`config.mk`:
```
export PLATFORM = sky130hd
export DESIGN_NAME = parity_sequencer
export DESIGN_NICKNAME = d
export VERILOG_FILES = /design/src/rtl/parity_sequencer.sv
export SDC_FILE = /design/constraint.sdc
export NUM_CORES = 1
export LEC_CHECK = 0
export CAP_MARGIN = 20
export CORE_AREA = 8 8 80 82
export CTS_CLUSTER_DIAMETER = 40
export CTS_CLUSTER_SIZE = 16
export DETAILED_ROUTE_END_ITERATION = 6
export DIE_AREA = 0 0 88 90
export SETUP_SLACK_MARGIN = 0.4
export SYNTH_ARGS = -nofsm -noshare
export SYNTH_HDL_FRONTEND = slang
export SYNTH_SLANG_ARGS = --single-unit
```
`constraint.sdc`:
```
create_clock -name clk -period 1.55 [get_ports clk]
set_input_delay 0.31 -clock clk [delete_from_list [all_inputs] [get_ports clk]]
set_output_delay 0.31 -clock clk [all_outputs]
set_load 0.01 [all_outputs]
```
`src/rtl/parity_sequencer.sv`:
```
// Odd-parity sequencer: walks a W-bit word three bits per cycle through a 3-input odd function.
// Optional feature: define PARITY_SEQUENCER_CNT_EN to add the 16-bit word_cnt result counter.
module parity_sequencer #(
   parameter  int GROUPS = 8,
   localparam int W      = 3 * GROUPS
) (
   input  logic         clk,
   input  logic         rstn,
   input  logic         clr,
   input  logic         in_valid,
   output logic         in_ready,
   input  logic [W-1:0] in_data,
   output logic         out_valid,
   input  logic         out_ready,
   output logic         out_parity,
   output logic         busy
`ifdef PARITY_SEQUENCER_CNT_EN
   ,
   output logic [15:0]  word_cnt
`endif
);

   localparam int CW = (GROUPS > 1) ? $clog2(GROUPS) : 1;
   localparam logic [CW-1:0] LAST_GRP = CW'(GROUPS - 1);

   typedef enum logic [1:0] {
      S_IDLE = 2'd0,
      S_RUN  = 2'd1,
      S_DONE = 2'd2
   } state_t;

   state_t        state_q, state_d;
   logic [W-1:0]  shift_q, shift_d;
   logic [CW-1:0] cnt_q,   cnt_d;
   logic          acc_q,   acc_d;
   logic          parity_q, parity_d;
   logic          grp_odd;

   // XOR of three bits is 1 exactly for one or three ones.
   assign grp_odd = ^shift_q[2:0];

   always_ff @(posedge clk) begin
      if (!rstn) begin
         state_q  <= S_IDLE;
         shift_q  <= '0;
         cnt_q    <= '0;
         acc_q    <= 1'b0;
         parity_q <= 1'b0;
      end else begin
         state_q  <= state_d;
         shift_q  <= shift_d;
         cnt_q    <= cnt_d;
         acc_q    <= acc_d;
         parity_q <= parity_d;
      end
   end

   always_comb begin
      state_d  = state_q;
      shift_d  = shift_q;
      cnt_d    = cnt_q;
      acc_d    = acc_q;
      parity_d = parity_q;
      if (clr) begin
         state_d = S_IDLE;
      end else begin
         case (state_q)
            S_IDLE: begin
               if (in_valid) begin
                  shift_d = in_data;
                  acc_d   = 1'b0;
                  cnt_d   = '0;
                  state_d = S_RUN;
               end
            end
            S_RUN: begin
               acc_d   = acc_q ^ grp_odd;
               shift_d = {3'b000, shift_q[W-1:3]};
               // Counter holds on the last group so it can never wrap.
               if (cnt_q == LAST_GRP) begin
                  parity_d = acc_q ^ grp_odd;
                  state_d  = S_DONE;
               end else begin
                  cnt_d = cnt_q + 1'b1;
               end
            end
            S_DONE: begin
               if (out_ready) begin
                  state_d = S_IDLE;
               end
            end
            default: begin
               state_d = S_IDLE;
            end
         endcase
      end
   end

   assign in_ready   = (state_q == S_IDLE);
   assign busy       = (state_q == S_RUN);
   assign out_valid  = (state_q == S_DONE);
   assign out_parity = parity_q;

`ifdef PARITY_SEQUENCER_CNT_EN
   logic [15:0] word_cnt_q;

   // Counts only real result handshakes; clr aborts DONE without a handshake.
   always_ff @(posedge clk) begin
      if (!rstn) begin
         word_cnt_q <= '0;
      end else if ((state_q == S_DONE) && out_ready && !clr) begin
         word_cnt_q <= word_cnt_q + 16'd1;
      end
   end

   assign word_cnt = word_cnt_q;
`endif

endmodule

```
---- Word level (Yosys, flattened, before mapping) ----
Cells that the tools add are included.
word-level totals
  flip-flop bits (word level) ............. 31
  bits of input ports ..................... 29
  output and inout port bits .............. 4
  logic and storage cells ................. 35
cells by class
  $add $sub $neg .......................... 1
  equal/unequal tests ..................... 7
  muxes and demuxes ....................... 11
  bitwise gates (word level) .............. 3
  reduce and logical (&&, ||, !) cells .... 8
operators with widths
  operator                                              count
  one-hot mux 24 bit (2 select lines)                   1
  2-to-1 mux 24 bit                                     1
  AND reduction 3 bit                                   3
  2-to-1 mux 2 bit                                      3
  2-to-1 mux 3 bit                                      2
  one-hot mux 2 bit (3 select lines)                    1
  one-hot mux 3 bit (2 select lines)                    1
  != test 2 x 1 -> 1 bit (second input constant)        2
  != test 2 bit (second input constant)                 2
  AND reduction 4 bit                                   1
  adder 3 x 1 -> 3 bit (second input constant)          1
  equality test 3 bit (second input constant)           1
  XOR reduction 3 bit                                   1
  equality test 2 x 1 -> 1 bit (second input constant)  1
  equality test 2 bit (second input constant)           1
  logical NOT 2 bit                                     1
  NOT 1 bit                                             2
  one-hot mux 1 bit (2 select lines)                    1
  nonzero test 2 bit                                    1
  OR reduction 2 bit                                    1
  2-to-1 mux 1 bit                                      1
  bitwise XOR 1 bit                                     1

---- Logic depth before layout (Yosys ltp) ----
Gate-level depths: netlist of the first run.
  depth after elaboration ................. 3
  depth in mapped cells ................... 6
  mapped depth without buffers ............ 5

---- Least setup slack after synthesis of the first run ----
OpenSTA, ideal clock, no wires.
  path type ............................... register to register
  start point ............................. register cnt_q[0]
  end point ............................... register cnt_q[1]
  library setup time ...................... 0.070 ns
  arrival time ............................ 1.309 ns
  data required time ...................... 1.480 ns
  slack ................................... 0.171 ns
  cell stages (with the launch flop) ...... 6
  path buffers ............................ 0
  period minus slack after synthesis ...... 1.379 ns
  path through ............................ dfxtp_1 > ha_1 > ha_1 > nor4b_1 > nand2_1 > a21oi_1
on the way
  word-level cells in the longest chain between the ends .. 3
  elaborated cells between the ends (all ways) .. 6
  those cells by class .................... add/sub: 1; eq/ne: 2; mux: 2; reduce/logical: 1
RTL lines
  item                                                                       line    source
  from (decl)                                                                34      logic [CW-1:0] cnt_q, cnt_d;
  from (signal assigned)                                                     52      cnt_q <= cnt_d;
  adder 3 x 1 -> 3 bit or equality test 3 bit (tied branches)                84, 80
  2-to-1 mux 3 bit or != test 2 bit (tied branches)                          n/a
  one-hot mux 3 bit (2 select lines) or AND reduction 4 bit (tied branches)  n/a
Several ways; a longest one is shown, not always the timed one. The select of a mux whose other input is x is not followed.
A chain may end at the register's enable or synchronous reset.

---- Worst setup path in the final report of the first run ----
  start point ............................. register cnt_q[1]
  end point ............................... register cnt_q[0]
on the way
  word-level cells in the longest chain between the ends .. 3
RTL lines
  item                           line  source
  equality test 3 bit            80    if (cnt_q == LAST_GRP) begin
  != test 2 bit (no line)        n/a
  AND reduction 4 bit (no line)  n/a
No other way between the ends.

==> results of run 1 <==
[state kept, by name, indices dropped and copies added (netlist names)]
register    cells
acc_q           1
cnt_q           3
out_parity      1
shift_q        24
state_q         2
[path summary, 6_finish.rpt]
kind / from / end / cells past startpoint
worst max-delay path: cnt_q[1] / cnt_q[0] / 5
worst min-delay path: state_q[1] / state_q[0] / 1
worst max register to register: cnt_q[1] / cnt_q[0] / 5
worst min register to register: state_q[1] / state_q[0] / 1
[through the flow]
step | area [sq um] | hold slack (ns) | total power [mW] | TNS, ns | cells
6_report | 2470 | 0.4632 | 2.021 | 0 | 277
5_1_grt | 2470 | 0.4851 | 2.124 | 0 | 277
4_1_cts | 2361 | 0.4648 | 2.016 | 0 | 275
3_5_place_dp | 2079 | 0.4474 | 1.251 | -0.7955 | 259
3_3_place_gp | 2079 | 0.4503 | 1.251 | -0.7431 | 259
2_1_floorplan | 1652 | 0.4121 | 1.113 | 0 | 155
[cells in the mapped netlist (2+ instances only)]
| library cell | n | area [sq um] |
|---|---|---|
| xnor2_1 | 3 | 26.28 |
| a21oi_1 | 29 | 145.1 |
| buf_4 | 3 | 22.52 |
| mux2i_1 | 22 | 220.2 |
| dfxtp_1 | 31 | 620.6 |
| inv_1 | 3 | 11.26 |
| buf_12 | 2 | 40.04 |
| buf_2 | 5 | 25.02 |
| clkbuf_1 | 3 | 11.26 |
| ha_1 | 2 | 25.02 |
| nor2_1 | 4 | 15.01 |
| nand2_1 | 2 | 7.510 |
| o21ai_0 | 4 | 20.02 |
| o31ai_1 | 3 | 22.52 |
| a211oi_1 | 21 | 157.7 |
| nand4_1 | 3 | 18.77 |
| nand2b_1 | 3 | 18.77 |
[area by class of cell]
type	count	area share, %
multi-input cells	106	39.46
repair buffers	56	26.70
clock buffers	8	4.053
flip-flops and latches	31	25.53
inverters	4	0.6079
well taps	72	3.647
[repair_timing]
| action | CTS | global route |
|---|---|---|
| hold buffers | 0 | 0 |
| buffers inserted | 5 | 2 |
| pin swaps | 12 | 8 |
| resized for setup | 47 | 20 |
| endpoints found under the setup margin | 34 | 33 |
| cloned | 3 | 0 |
[per-layer routing]
layer	part of all wire (%)	vias to the layer above	track usage, %
met5	0	-	0
met4	1.0	0	4.161
met3	4.5	4	3.185
met2	47	28	17.07
met1	48	655	14.34
li1	-	682	-
[power groups by stage]
stage                     clock [mW]  sequential (mW)  combinational [mW]
after detailed placement           0            0.896               0.355
after floorplan                    0            0.888               0.226
final                          0.708            0.881               0.432
after global placement             0            0.896               0.355
after global routing           0.772            0.886               0.466
after CTS                      0.725            0.880               0.411
[cell families after synthesis]
family                     after synthesis  share of synthesized area (%)
DFF                                     31                          41.37
adders and majority gates                2                          1.668
AOI/OAI and AO/OA                       59                          24.10
muxes                                   22                          14.68
buffers and inverters                   18                          8.340
xor gates and xnor gates                 3                          1.752
and+or+nand+nor                         20                          8.091
==> key figures, run 1 <==
Placement
  – DP HPWL: 2.726 mm
  – RD Place Congestion: 0.7371
  – Pre-CTS setup slack: -0.06091 ns
  – Number of I/O port buffers: 32

Setup path
  – Crit path top cell by count: ha_4
  – Buf/Inv on CP: 0
  – CP max FO: 4
  – Critical Path Start Type: flop
  – Crit path max-delay cell type: dfxtp_2
  – Worst reg-to-reg setup slack: 0.25 ns
  – Critical path cell sequence: ha_4 -> ha_4 -> and3b_2 -> o31ai_2 -> a21oi_1
  – Req. time, crit path: 1.71 ns
  – Crit-path max cell delay: 0.34 ns
  – WS Path Type: reg2reg
  – Crit path max-delay family: flip-flops
  – Arrival time worst endpoint: 1.46 ns
  – Worst Setup End Kind: flop

Timing
  – Minimum clock period: 1.299 ns
  – Final Setup Violations: 0
  – Final period utilization: 83.83%
  – RSZ-0062 raised after global routing: true
  – Final Skew: around 0.0055 ns
  – Slew @ Worst Pin: 0.3116 ns
  – Min setup slack post-route: ~0.25 ns
  – Slew Limit Fails: 0
  – Final Hold Viols: 0
  – Highest Clock Rate: 0.7696 GHz
  – Max-slew headroom: 79.08%

Global routing
  – Largest net degree at the start of global routing: 28
  – Grt total ovfl: 0
  – Via count of the first global-routing pass: 1431
  – First-pass GRT wire length: about 7.1 mm
  – GRT Total Usage: ~11%
  – Antenna violations before repair: 0

CTS
  – CTS tree: done
  – Clk sinks: 31
  – Clock-pin slew on the worst setup and hold paths: 0.07 ns
  – Max Buffers Root-to-Sink: 2
  – CTS buffer count: 5
  – Clk_lat worst skew: around 0.28 ns
  – CTS root buffer: clkbuf_8
  – H-tree depth: 2

Layout
  – Area grow syn2layout: 64.64%
  – ANT cells: 0
  – Fillers: 481
  – Commonest non-fill, non-tap cell in the layout: dfxtp_1
  – Commonest non-fill, non-tap cells in the layout: dfxtp_1, clkdlybuf4s50_1, a21oi_2
  – Share of layout cells above drive strength 1: 41.46%
  – Final Core Density: 47.17%
  – Area of the multi-input gates: 974.7 sq um
  – Nets: 235
  – FF+latch area: 630.6 sq um

Logic synthesis
  – Prevailing post-synth register cell: dfxtp_1
  – Seq/Total Area, Yosys: 41.37%
  – Synthesized area per cell: 9.679 sq um
  – Post-synth EDFFs: 0
  – Syn nets: 186
  – YS warnings: 0
  – Cell Area, Synth: 1500 sq um
  – Post-synth cell types: 29
  – Cells after Synth: 155
  – Synth async-reset ratio: 0%
  – Synth Register Bits: 31

Floorplan
  – I/O pin count: 33
  – Site Rows: 27
  – Initial core utilization: 28.65%
  – Die area: 7920 sq um
  – Core area: 5236 sq um
  – DIE WIDTH: just under 90 um
  – Die span in y: about 90 um

Drt
  – Drt pass-1 iters: 4
  – Post-detailed-routing wire length: 4.175 mm
  – Detailed Route Iter0 Violations: 74
  – Detail-routed via count per cell: slightly below 5
  – Vias: 1369
  – Drt wl/cell: 15.07 um
  – Drc violations: 0
  – ANT nets after route: 0

Run status
  – Outcome: finished clean

Power and ir drop
  – Combinational Power Share: a little over a fifth
  – Sequential Power Share: 43.6%
  – Clock power frac: 35.1%
  – Sw frac: about a quarter
  – Net Sw Power: about 0.52 mW
  – Lkg Pwr: 0.9779 nW
  – Cell Pwr Density: 818.1 nW/um^2
  – Internal: between 1 and 1.5 mW
  – Peak supply drop: between 0.0004 and 0.0005 V

Job
  – Max-cap viol count: 0

Min path
  – Hold Path Class: reg2reg
Note: power is estimated with default switching activity, not from simulation.
==> run 2, diff against run 1 <==
- clock period: 1.55 -> 1.3 ns (I/O delays scaled with it)
==> run 2 against run 1 <==
Clock skew fell by 0.0024 ns. Combinational power rose by 21%. Largest power group unchanged. Via count barely moved. Worst hold slack improved by 0.023 ns. Cell count rose by 0.36%. Cell area rose by 1.9%. Register-to-register slack got worse by 0.24 ns.
==> key figures, run 2 (same netlist as run 1, synthesis figures left out) <==
Run status
  – Outcome: finished clean (unchanged)

Setup path
  – Buf/Inv on CP: 0 (unchanged)
  – Worst reg-to-reg setup slack: 0.01 ns (was 0.25 ns)
  – Worst Setup End Kind: flop (unchanged)
  – Worst R2R Start: cnt_q[0] (was cnt_q[1])
  – WS Path Type: reg2reg (unchanged)
  – CP max FO: 4 (unchanged)
  – Critical path cell sequence: ha_4 -> ha_4 -> and3b_2 -> o31ai_2 -> a21oi_1 (unchanged)
  – Crit path capture: cnt_q[1] (was cnt_q[0])
  – Worst path depth: 5 (unchanged)
  – Crit path max-delay cell type: dfxtp_2 (unchanged)
  – Arrival time worst endpoint: 1.46 ns (about the same)
  – Crit. Startpoint: cnt_q[0] (was cnt_q[1])
  – Crit path max-delay family: flip-flops (unchanged)
  – Crit-path max cell delay: 0.34 ns (about the same)
  – Critical Path Start Type: flop (unchanged)
  – R2R cell count: 5 (unchanged)
  – Req. time, crit path: 1.47 ns (was 1.71 ns)
  – Crit path top cell by count: ha_4 (unchanged)
  – End of the worst register-to-register path: cnt_q[1] (was cnt_q[0])

Layout
  – Fillers: 483 (was 481)
  – Nets: 236 (was 235)
  – Commonest non-fill, non-tap cells in the layout: clkdlybuf4s50_1, dfxtp_1, mux2i_1 (was dfxtp_1, clkdlybuf4s50_1, a21oi_2)
  – Most flop-heavy register: shift_q (unchanged)
  – Commonest non-fill, non-tap cell in the layout: clkdlybuf4s50_1 (was dfxtp_1)
  – Non-filler cells, final: 278 (was 277)
  – Final Cell Area: 2517 sq um (was 2470 sq um)
  – Max reg flops: 24 (unchanged)
  – ANT cells: 0 (unchanged)
  – Area grow syn2layout: 67.81% (was 64.64%)
  – Top flop regs: shift_q: 24 flops, cnt_q: 3 flops, state_q: 2 flops (unchanged)
  – Share of layout cells above drive strength 1: 46.12% (was 41.46%)

Global routing
  – Antenna violations before repair: 0 (unchanged)
  – GRT Total Usage: 11.05% (was 11.19%)
  – Grt total ovfl: 0 (unchanged)
  – Via count of the first global-routing pass: 1346 (was 1431)
  – First-pass GRT wire length: 6.858 mm (was 7.100 mm)
  – Largest net degree at the start of global routing: 28 (unchanged)

Drt
  – Detailed Route Iter0 Violations: 135 (was 74)
  – Drt pass-1 iters: 4 (unchanged)
  – Detail-routed via count per cell: 4.928 (was 4.942)
  – Drc violations: 0 (unchanged)
  – Post-detailed-routing wire length: 4.298 mm (was 4.175 mm)
  – Drt wl/cell: 15.46 um (was 15.07 um)
  – Vias: 1370 (was 1369)
  – ANT nets after route: 0 (unchanged)

Floorplan
  – Initial core utilization: 28.65% (unchanged)
  – Site Rows: 27 (unchanged)
  – DIE WIDTH: 88 um (unchanged)
  – Core area: 5236 sq um (unchanged)
  – I/O pin count: 33 (unchanged)
  – Die span in y: 90 um (unchanged)
  – Die area: 7920 sq um (unchanged)

Timing
  – Final period utilization: 99.10% (was 83.83%)
  – Final Setup Violations: 0 (unchanged)
  – Minimum clock period: 1.288 ns (was 1.299 ns)
  – Hold_ws: 0.4864 ns (was 0.4632 ns)
  – Slew @ Worst Pin: 0.2708 ns (was 0.3116 ns)
  – Highest Clock Rate: 0.7763 GHz (was 0.7696 GHz)
  – RSZ-0062 raised after global routing: true (unchanged)
  – Final Hold Viols: 0 (unchanged)
  – Max-slew headroom: 81.82% (was 79.08%)
  – Min setup slack post-route: 0.01175 ns (was 0.2507 ns)
  – Slew Limit Fails: 0 (unchanged)
  – Final Skew: 0.003130 ns (was 0.005522 ns)

Power and ir drop
  – Lkg Pwr: 0.9725 nW (was 0.9779 nW)
  – Cell Pwr Density: 967.8 nW/um^2 (was 818.1 nW/um^2)
  – Peak supply drop: 0.0007085 V (was 0.0004348 V)

Placement
  – DP HPWL: 2.833 mm (was 2.726 mm)
  – Dpl cells: 262 (was 259)
  – RD Place Congestion: 0.7471 (was 0.7371)
  – Number of I/O port buffers: 32 (unchanged)
  – DP Area: 2115 sq um (was 2079 sq um)
  – Pre-CTS setup slack: -0.3162 ns (was -0.06091 ns)

CTS
  – Max Buffers Root-to-Sink: 2 (unchanged)
  – Clock-pin slew on the worst setup and hold paths: 0.07 ns (about the same)
  – Hold-fix buffers, CTS: 0 (unchanged)
  – Clk_lat worst skew: 0.28 ns (about the same)
  – H-tree depth: 2 (unchanged)
  – Clk sinks: 31 (unchanged)
  – CTS tree: done (unchanged)
  – CTS root buffer: clkbuf_8 (unchanged)
  – CTS buffer count: 5 (unchanged)

Job
  – Max-cap viol count: 0 (unchanged)

Min path
  – Hold Path Class: reg2reg (unchanged)
run 2: worst min path at each step:
| stage | cells past startpoint | slack [ns] | from | to |
|---|---|---|---|---|
| 5_1_grt | 2 | 0.51 | shift_q[21] | shift_q[21] |
| 3_3_place_gp | 2 | 0.46 | shift_q[21] | shift_q[21] |
| 4_1_cts | 2 | 0.49 | shift_q[21] | shift_q[21] |
| 3_5_place_dp | 2 | 0.47 | shift_q[21] | shift_q[21] |
| 2_1_floorplan | 1 | 0.36 | clr | acc_q |
| 6_report | 2 | 0.49 | shift_q[22] | shift_q[22] |
run 2: per-layer routing:
metal / global-route usage (%) / up-vias / share of wire (%)
li1: - / 684 / -
met3: 3.185 / 5 / 4.0
met5: 0 / - / 0
met4: 4.304 / 0 / 1.4
met1: 13.96 / 658 / 46
met2: 17.01 / 23 / 49
run 2: worst min-delay path: cells and delay by family (launching register included):
family | cells | cell delay [ns]
compound gates | 2 | 0.12
flops | 1 | 0.33
run 2: final cells by class:
| class | count | area (sq um) | share of cell area, % |
|---|---|---|---|
| tap | 72 | 90.09 | 3.579 |
| inverter | 4 | 17.52 | 0.6958 |
| clock buffer | 7 | 96.34 | 3.827 |
| multi-input combinational | 106 | 1031 | 40.95 |
| sequential | 31 | 631.9 | 25.10 |
| timing repair buffer | 57 | 643.1 | 25.55 |
| clock inverter | 1 | 7.507 | 0.2982 |
run 2: timing repair:
| item | CTS | global route |
|---|---|---|
| gates cloned | 1 | 1 |
| buffers inserted | 2 | 4 |
| resized for setup | 41 | 28 |
| pin swaps | 11 | 3 |
| setup endpoints to repair | 35 | 35 |
run 2: power by group:
group	switching, mW	internal (mW)	leakage, nW
combinational	0.232	0.291	0.664
clock	0.381	0.482	0.0505
sequential	0.0457	1.00	0.258
total	0.659	1.78	0.972
run 2: through the flow:
| step | total power [mW] | util [%] | setup TNS, ns |
|---|---|---|---|
| 3_3_place_gp | 1.493 | 40.38 | -7.200 |
| 4_1_cts | 2.403 | 45.14 | -0.002972 |
| 6_report | 2.436 | 48.08 | 0 |
| 2_1_floorplan | 1.339 | - | 0 |
| 3_5_place_dp | 1.495 | 40.38 | -7.656 |
| 5_1_grt | 2.534 | 48.08 | -0.2213 |
==> run 3, diff against run 2 <==
- CORE_AREA: 8 8 80 82 -> 2 2 74 76
- CTS_BUF_LIST: not set -> sky130_fd_sc_hd__clkbuf_4
- DIE_AREA: 0 0 88 90 -> 0 0 76 78
==> run 3 against run 2 <==
The run now ends with setup timing left. Sequential cell count unchanged. Register-to-register slack worse by 0.06 ns. Die area fell by 25%. Sequential share of layout area is 1.3 points lower. Maximum frequency fell by 4.5%. Cell area rose by 5.7%. Total power shrank 9.1%. Largest cell class unchanged.
==> key figures, run 3 (same netlist as run 1, synthesis figures left out) <==
Run status
  – Outcome: complete, but fails checks (was finished clean)
  – Failing checks: setup timing

Layout
  – Nets: 245 (was 236)
  – Final Core Density: 52.75% (was 48.08%)
  – Top flop regs: shift_q: 24 flops, cnt_q: 3 flops, state_q: 2 flops (unchanged)
  – Commonest non-fill, non-tap cells in the layout: dfxtp_1, clkdlybuf4s50_1, a211oi_2 (was clkdlybuf4s50_1, dfxtp_1, mux2i_1)
  – Area of the multi-input gates: 1129 sq um (was 1031 sq um)
  – Max reg flops: 24 (unchanged)
  – FF+latch area: 631.9 sq um (unchanged)
  – Area grow syn2layout: 77.31% (was 67.81%)
  – Share of layout cells above drive strength 1: 55.35% (was 46.12%)
  – Non-filler cells, final: 285 (was 278)
  – Fillers: 446 (was 483)
  – ANT cells: 0 (unchanged)
  – Most flop-heavy register: shift_q (unchanged)

Floorplan
  – Die area: 5928 sq um (was 7920 sq um)
  – I/O pin count: 33 (unchanged)
  – Die span in y: 78 um (was 90 um)
  – DIE WIDTH: 76 um (was 88 um)
  – Initial core utilization: 29.75% (was 28.65%)
  – Site Rows: 26 (was 27)
  – Core area: 5042 sq um (was 5236 sq um)

Drt
  – ANT nets after route: 0 (unchanged)
  – Drt pass-1 iters: 4 (unchanged)
  – Vias: 1434 (was 1370)
  – Detail-routed via count per cell: 5.032 (was 4.928)
  – Drt wl/cell: 16.58 um (was 15.46 um)
  – Detailed Route Iter0 Violations: 52 (was 135)
  – Drc violations: 0 (unchanged)
  – Post-detailed-routing wire length: 4.724 mm (was 4.298 mm)

Timing
  – Slew @ Worst Pin: 0.3303 ns (was 0.2708 ns)
  – Highest Clock Rate: 0.7414 GHz (was 0.7763 GHz)
  – Final Skew: 0.006413 ns (was 0.003130 ns)
  – Final Hold Viols: 0 (unchanged)
  – Slew Limit Fails: 0 (unchanged)
  – Final period utilization: 103.8% (was 99.10%)
  – Final Setup Violations: 27 (was 0)
  – Hold_ws: 0.3971 ns (was 0.4864 ns)
  – Max-slew headroom: 77.98% (was 81.82%)
  – Minimum clock period: 1.349 ns (was 1.288 ns)
  – RSZ-0062 raised after global routing: true (unchanged)
  – Min setup slack post-route: -0.04880 ns (was 0.01175 ns)

Power and ir drop
  – Internal: 1.562 mW (was 1.778 mW)
  – Lkg Pwr: 1.007 nW (was 0.9725 nW)
  – Combinational Power Share: 27.3% (was 21.5%)
  – Sw frac: 29.48% (was 27.03%)
  – Pwr Total: 2.215 mW (was 2.436 mW)
  – Clock power frac: 25.0% (was 35.4%)
  – Cell Pwr Density: 832.6 nW/um^2 (was 967.8 nW/um^2)
  – Sequential Power Share: 47.7% (was 43.1%)
  – Net Sw Power: 0.6530 mW (was 0.6586 mW)
  – Peak supply drop: 0.0004221 V (was 0.0007085 V)

Placement
  – Number of I/O port buffers: 32 (unchanged)
  – Dpl cells: 263 (was 262)
  – DP HPWL: 2.627 mm (was 2.833 mm)
  – Pre-CTS setup slack: -0.3708 ns (was -0.3162 ns)
  – RD Place Congestion: 0.7084 (was 0.7471)

Min path
  – Hold Path Class: in2reg (was reg2reg)

Global routing
  – Via count of the first global-routing pass: 1448 (was 1346)
  – Grt total ovfl: 0 (unchanged)
  – Antenna violations before repair: 0 (unchanged)
  – GRT Total Usage: 15.64% (was 11.05%)
  – Largest net degree at the start of global routing: 22 (was 28)
  – First-pass GRT wire length: 7.182 mm (was 6.858 mm)

CTS
  – CTS tree: done (unchanged)
  – Max Buffers Root-to-Sink: 2 (unchanged)
  – Clock-pin slew on the worst setup and hold paths: 0.10 ns (was 0.07 ns)
  – Hold-fix buffers, CTS: 0 (unchanged)
  – H-tree depth: 2 (unchanged)
  – Clk sinks: 31 (unchanged)
  – CTS root buffer: clkbuf_4 (was clkbuf_8)
  – Clk_lat worst skew: 0.33 ns (was 0.28 ns)
  – CTS buffer count: 5 (unchanged)

Setup path
  – Critical Path Start Type: flop (unchanged)
  – Arrival time worst endpoint: 1.56 ns (was 1.46 ns)
  – Crit-path max cell delay: 0.38 ns (was 0.34 ns)
  – Worst Setup End Kind: flop (unchanged)
  – WS Path Type: reg2reg (unchanged)
  – Req. time, crit path: 1.51 ns (was 1.47 ns)
  – CP max FO: 11 (was 4)
  – Critical path cell sequence: buf_6 -> or2_4 -> nor2_4 -> buf_12 -> a211oi_2 (was ha_4 -> ha_4 -> and3b_2 -> o31ai_2 -> a21oi_1)
  – Crit path max-delay cell type: dfxtp_4 (was dfxtp_2)

Job
  – Max-cap viol count: 0 (unchanged)
## run 3: cell types whose count changed in the layout (fill, tap and decap cells not counted), moves of 2 or more
cell      change
or2_4         +3
clkbuf_8      -7
a211oi_2     +12
clkinv_1      +2
a21oi_2       +3
mux2i_2       +4
clkbuf_4      +6
a211oi_1     -12
mux2i_1       -5
buf_12        +2
buf_6         -3
a21oi_4       -4
buf_4         +5
## run 3: power by group through the flow
stage | registers (mW) | clock network [mW] | logic [mW]
after floorplan | 1.06 | 0 | 0.280
after global placement | 1.07 | 0 | 0.429
after detailed placement | 1.07 | 0 | 0.432
after CTS | 1.05 | 0.566 | 0.549
after global routing | 1.06 | 0.627 | 0.646
final | 1.06 | 0.554 | 0.605
## run 3: path summary, 6_finish.rpt
kind / from / end / slack [ns] / cells past startpoint
worst max-delay path: state_q[1] / shift_q[16] / -0.05 / 5
worst min-delay path: clr / acc_q / 0.40 / 3
worst max register to register: state_q[1] / shift_q[16] / -0.05 / 5
worst min register to register: shift_q[21] / shift_q[21] / 0.48 / 2
## run 3: per-layer routing
layer	track usage, %	routed length, um	up-vias
met5	0	0	-
met4	3.818	36	0
met3	4.302	171	4
met2	26.16	2384	30
met1	20.04	2132	698
li1	-	-	702
## run 3: worst max-delay path, delay by kind of cell, from the launching register on
| kind | cells | cell delay, ns |
|---|---|---|
| flip-flops | 1 | 0.38 |
| AO/OA/AOI/OAI | 1 | 0.08 |
| AND/OR/NAND/NOR | 2 | 0.47 |
| buffers and inverters | 2 | 0.31 |
## run 3: per-stage QoR
stage	area, sq um	TNS [ns]
CTS	2496	-0.06367
global placement	2160	-7.819
floorplan	1687	0
detailed placement	2160	-8.746
finish	2660	-0.5657
global route	2660	-1.908
## run 3: final cells by class
| cell class | count | share of cell area (%) |
|---|---|---|
| multi-input combinational | 109 | 42.43 |
| clock buffer | 6 | 1.693 |
| clock inverter | 2 | 0.2822 |
| sequential | 31 | 23.75 |
| tap | 70 | 3.293 |
| timing repair buffer | 63 | 27.89 |
| inverter | 4 | 0.6585 |
## run 3: what timing repair did
item	in CTS	in global routing
setup buffers	3	3
pin swaps	29	12
resized for setup	66	17
endpoints found under the hold margin	0	0
gates cloned	5	3
endpoints found under the setup margin	35	35
==> RTL change 1 (flow settings as in run 2) <==
`GROUPS`: 8 -> 4.
--- a/src/rtl/parity_sequencer.sv
+++ b/src/rtl/parity_sequencer.sv
@@ -1,7 +1,7 @@
 // Odd-parity sequencer: walks a W-bit word three bits per cycle through a 3-input odd function.
 // Optional feature: define PARITY_SEQUENCER_CNT_EN to add the 16-bit word_cnt result counter.
 module parity_sequencer #(
-   parameter  int GROUPS = 8,
+   parameter  int GROUPS = 4,
    localparam int W      = 3 * GROUPS
 ) (
    input  logic         clk,
Interface: changed (resized in_data); port bits go from 33 to 21. The function was not compared with the original's and may differ.
==> RTL change 1 against run 2 <==
Cell area is 41% lower. Hold slack lost 0.0086 ns. Total power down 45%. Die area unchanged. Global-route usage is 4.0 points lower. Clock skew rose by 0.00074 ns. Sequential cell count is 13 lower. Area after synthesis fell by 41%. Routed wire length down 34%. Maximum frequency up 7.2%. Critical path depth decreased by 2. Setup slack better by 0.087 ns. Critical path type is now flop to output port. Largest cell class unchanged. Largest power group unchanged.
==> RTL change 1: results (changes against run 2) <==
Outcome = complete, no violations (unchanged)
Vias in the first global route = 978 (was 1346)
Sw Ratio = 0.255 (was 0.270)
Placed Cells incl. Taps = 199 (was 262)
Final worst slack = 0.0983 ns (was 0.0118 ns)
CTS sink count = 18 (was 31)
GPL Wtd Cong = 0.711 (was 0.747)
Register Area = 372 sq um (was 632 sq um)
Share of post-route cells with drive strength above 1 = 0.407 (was 0.461)
CTS buffer count = 3 (was 5)
Post-DP Area = 1270 sq um (was 2110 sq um)
Post-DP HPWL = 1820 microns (was 2830 microns)
H-tree Lvls = 1 (was 2)
Slowest Stage Delay on Critical Path = 0.36 ns (was 0.34 ns)
Multiplexer area fraction after synthesis = 0.0113 (was 0.147)
Gr usage total = 0.0704 (was 0.111)
NonClk Buf Share = 0.247 (was 0.255)
Synth unique cells = 31 (was 29)
Final WL = 2820 microns (was 4300 microns)
Synthesized-area fraction occupied by adder cells = 0.0141 (was 0.0167)
Peak VDD IR = 0.000313 V (was 0.000708 V)
Layout area overhead = 67.2% (was 67.8%)
Pleak = 0.526 nW (was 0.972 nW)
Regs by FF count = shift_q x12, cnt_q x2, state_q x2 (was shift_q x24, cnt_q x3, state_q x2)
Worst EP arrival = 0.94 ns (was 1.46 ns)
# fillers = 545 (was 483)
==> RTL change 1: cell types whose count changed in the layout (fill, tap and decap cells not counted), moves of 3 or more <==
cell / delta
clkbuf_8: -3
a311oi_1: +8
clkdlybuf4s50_1: -13
a211oi_1: -13
a21oi_2: -8
dfxtp_1: -13
buf_6: -3
nand2_1: +17
mux2i_1: -18
a211oi_2: -8
a21oi_4: -4
buf_12: -3
==> RTL change 1: timing repair <==
item / in CTS / in global routing
gates cloned: 3 / 0
resized for setup: 42 / 6
pin swaps: 12 / 7
endpoints found under the setup margin: 22 / 22
buffers inserted: 5 / 1
==> RTL change 1: layer usage <==
metal	vias to the layer above	global-route usage	part of all wire
met4	0	0.0402	0.037
li1	449	-	-
met2	21	0.122	0.52
met1	418	0.0755	0.41
met3	8	0.0146	0.036
met5	-	0	0
==> RTL change 1: how the worst min path moves through the flow <==
stage          startpoint         end  cells past startpoint  slack [ns]
2_1_floorplan         clr       acc_q                      1        0.36
3_3_place_gp   shift_q[4]  shift_q[1]                      2        0.46
3_5_place_dp   shift_q[4]  shift_q[1]                      2        0.47
4_1_cts        shift_q[4]  shift_q[1]                      2        0.48
5_1_grt        shift_q[4]  shift_q[1]                      2        0.49
6_report       shift_q[4]  shift_q[1]                      2        0.48
==> RTL change 1: power groups by stage <==
stage	combinational (mW)	sequential [mW]	clock (mW)
6_report	0.276	0.601	0.461
5_1_grt	0.300	0.604	0.490
4_1_cts	0.265	0.599	0.471
3_5_place_dp	0.230	0.614	0
3_3_place_gp	0.229	0.613	0
2_1_floorplan	0.141	0.609	0
==> RTL change 1: cells by family after synthesis <==
kind of cell	Yosys count
mux	1
compound gates	33
flops	18
buf+inv	10
xor+xnor	3
simple gates	37
fa+ha+maj	1
==> RTL change 2 (flow settings as in run 2) <==
Made on the original files. Encoding of `state_t`: now one-hot (3 bits for 3 states).
--- a/src/rtl/parity_sequencer.sv
+++ b/src/rtl/parity_sequencer.sv
@@ -23,10 +23,10 @@
    localparam int CW = (GROUPS > 1) ? $clog2(GROUPS) : 1;
    localparam logic [CW-1:0] LAST_GRP = CW'(GROUPS - 1);
 
-   typedef enum logic [1:0] {
-      S_IDLE = 2'd0,
-      S_RUN  = 2'd1,
-      S_DONE = 2'd2
+   typedef enum logic [2:0] {
+      S_IDLE = 3'b001,
+      S_RUN  = 3'b010,
+      S_DONE = 3'b100
    } state_t;
 
    state_t        state_q, state_d;
Formal check against the unedited RTL: same outputs for any inputs over 10 cycles, from zero or initial values and one cycle with rstn low; not proved beyond that.
==> RTL change 2 against run 2 <==
The flow now finishes with violations (negative setup slack). Total power shrank 1.5%. Sequential cell count grew 1. Setup slack got worse by 0.16 ns. Clock power is 7.1% lower. Area after synthesis increased by 17%. Routed wire length up 24%. Cell area is 10% higher. Critical path type is now flop to output port. Largest power group unchanged.
==> RTL change 2: results (changes against run 2) <==
Outcome = finished with violations (was complete, no violations)
Violated checks = negative setup slack
Multiplexer area fraction after synthesis = 0.0171 (was 0.147)
GPL Wtd Cong = 0.763 (was 0.747)
Pleak = 0.994 nW (was 0.972 nW)
Largest net degree at the start of global routing = 26 (was 28)
Number of nets in the layout = 288 (was 236)
PD cells = 865 nW/um^2 (was 968 nW/um^2)
Gr usage total = 0.127 (was 0.111)
Worst EP arrival = 1.19 ns (was 1.46 ns)
Top post-synthesis cells by area = dfxtp_1 (36%), nand2_1 (10%), o21bai_1 (9.4%) (was dfxtp_1 (41%), mux2i_1 (15%), a211oi_1 (11%))
DR vias/cell = 5.41 (was 4.93)
Synth Area in Compound Gates = 0.329 (was 0.241)
Final WL = 5340 microns (was 4300 microns)
Routing usage on met1 = 0.168 (was 0.140)
Worst Setup SP = state_q[1] (was cnt_q[0])
R2r startpoint = state_q[0] (was cnt_q[0])
Final worst slack = -0.153 ns (was 0.0118 ns)
Synth cell count leaders = nand2_1 (48), dfxtp_1 (32), o21bai_1 (22), a31oi_1 (21), o311ai_0 (16) (was dfxtp_1 (31), a21oi_1 (29), mux2i_1 (22), a211oi_1 (21), buf_2 (5))
Sequential area share after synthesis = 0.365 (was 0.414)
Synthesized-area fraction occupied by adder cells = 0.0143 (was 0.0167)
CP max FO = 2 (was 4)
Post-DP HPWL = 3120 microns (was 2830 microns)
M2 GR Usage = 0.190 (was 0.170)
Share of post-route cells with drive strength above 1 = 0.310 (was 0.461)
Final setup viols = 31 (was 0)
Crit Reg-Reg Endpoint = shift_q[20] (was cnt_q[1])
Slew of the pin with the lowest slew margin = 0.443 ns (was 0.271 ns)
Routed wire length per instance = 16.2 microns (was 15.5 microns)
Vias in the first global route = 1704 (was 1346)
Placed Cells incl. Taps = 310 (was 262)
Drt initial violations = 141 (was 135)
Skew final = 0.00768 ns (was 0.00313 ns)
RTL change 2: cell type report:
class / instances / share of cell area
Multi-Input combinational cell: 150 / 0.438
Tap cell: 72 / 0.0325
Clock buffer: 8 / 0.0325
Timing Repair Buffer: 64 / 0.255
Sequential cell: 32 / 0.235
Inverter: 4 / 0.00721
RTL change 2: cells by family after synthesis:
logic type,count (synthesis)
AOI/OAI and AO/OA,76
xor gates and xnor gates,3
and+or+nand+nor,66
muxes,3
DFF,32
buffers and inverters,25
adders and majority gates,2
RTL change 2: critical path, cell delays in order (launching register included):
cell      delay (ns)
dfxtp_4         0.35
or3b_4          0.40
clkinv_4        0.07
buf_6           0.09
RTL change 2: how the worst min path moves through the flow:
stage / depth (start not counted) / endpoint / from / slack [ns]
2_1_floorplan: 2 / state_q[2] / in_valid / 0.41
3_3_place_gp: 2 / shift_q[21] / shift_q[21] / 0.45
3_5_place_dp: 2 / shift_q[21] / shift_q[21] / 0.45
4_1_cts: 2 / shift_q[22] / shift_q[22] / 0.46
5_1_grt: 2 / shift_q[21] / shift_q[21] / 0.48
6_report: 2 / shift_q[22] / shift_q[22] / 0.46
RTL change 2: per-layer routing:
layer	share of wire	routed length [microns]	vias up
met3	0.056	300	4
met2	0.49	2590	49
met4	0.0077	41	0
met1	0.45	2410	860
met5	0	0	-
li1	-	-	872
RTL change 2: where the power goes:
part	total [mW]	internal [mW]	leakage [nW]	switching (mW)
logic	0.525	0.296	0.684	0.229
registers	1.07	1.03	0.264	0.0406
clock network	0.802	0.432	0.0455	0.370
RTL change 2: through the flow:
step | setup WS (ns) | setup TNS, ns | total power, mW
6_report | -0.153 | -3.19 | 2.40
5_1_grt | -0.224 | -4.79 | 2.52
3_3_place_gp | -0.340 | -10.23 | 1.47
2_1_floorplan | 0.0150 | 0 | 1.31
3_5_place_dp | -0.340 | -10.36 | 1.47
4_1_cts | -0.150 | -3.29 | 2.33
RTL change 2: repair_timing:
action / 4_1_cts / 5_1_grt
gates resized for setup: 46 / 33
gates cloned: 2 / 2
setup endpoints to repair: 36 / 36
setup buffers: 3 / 5
pin swaps: 2 / 5
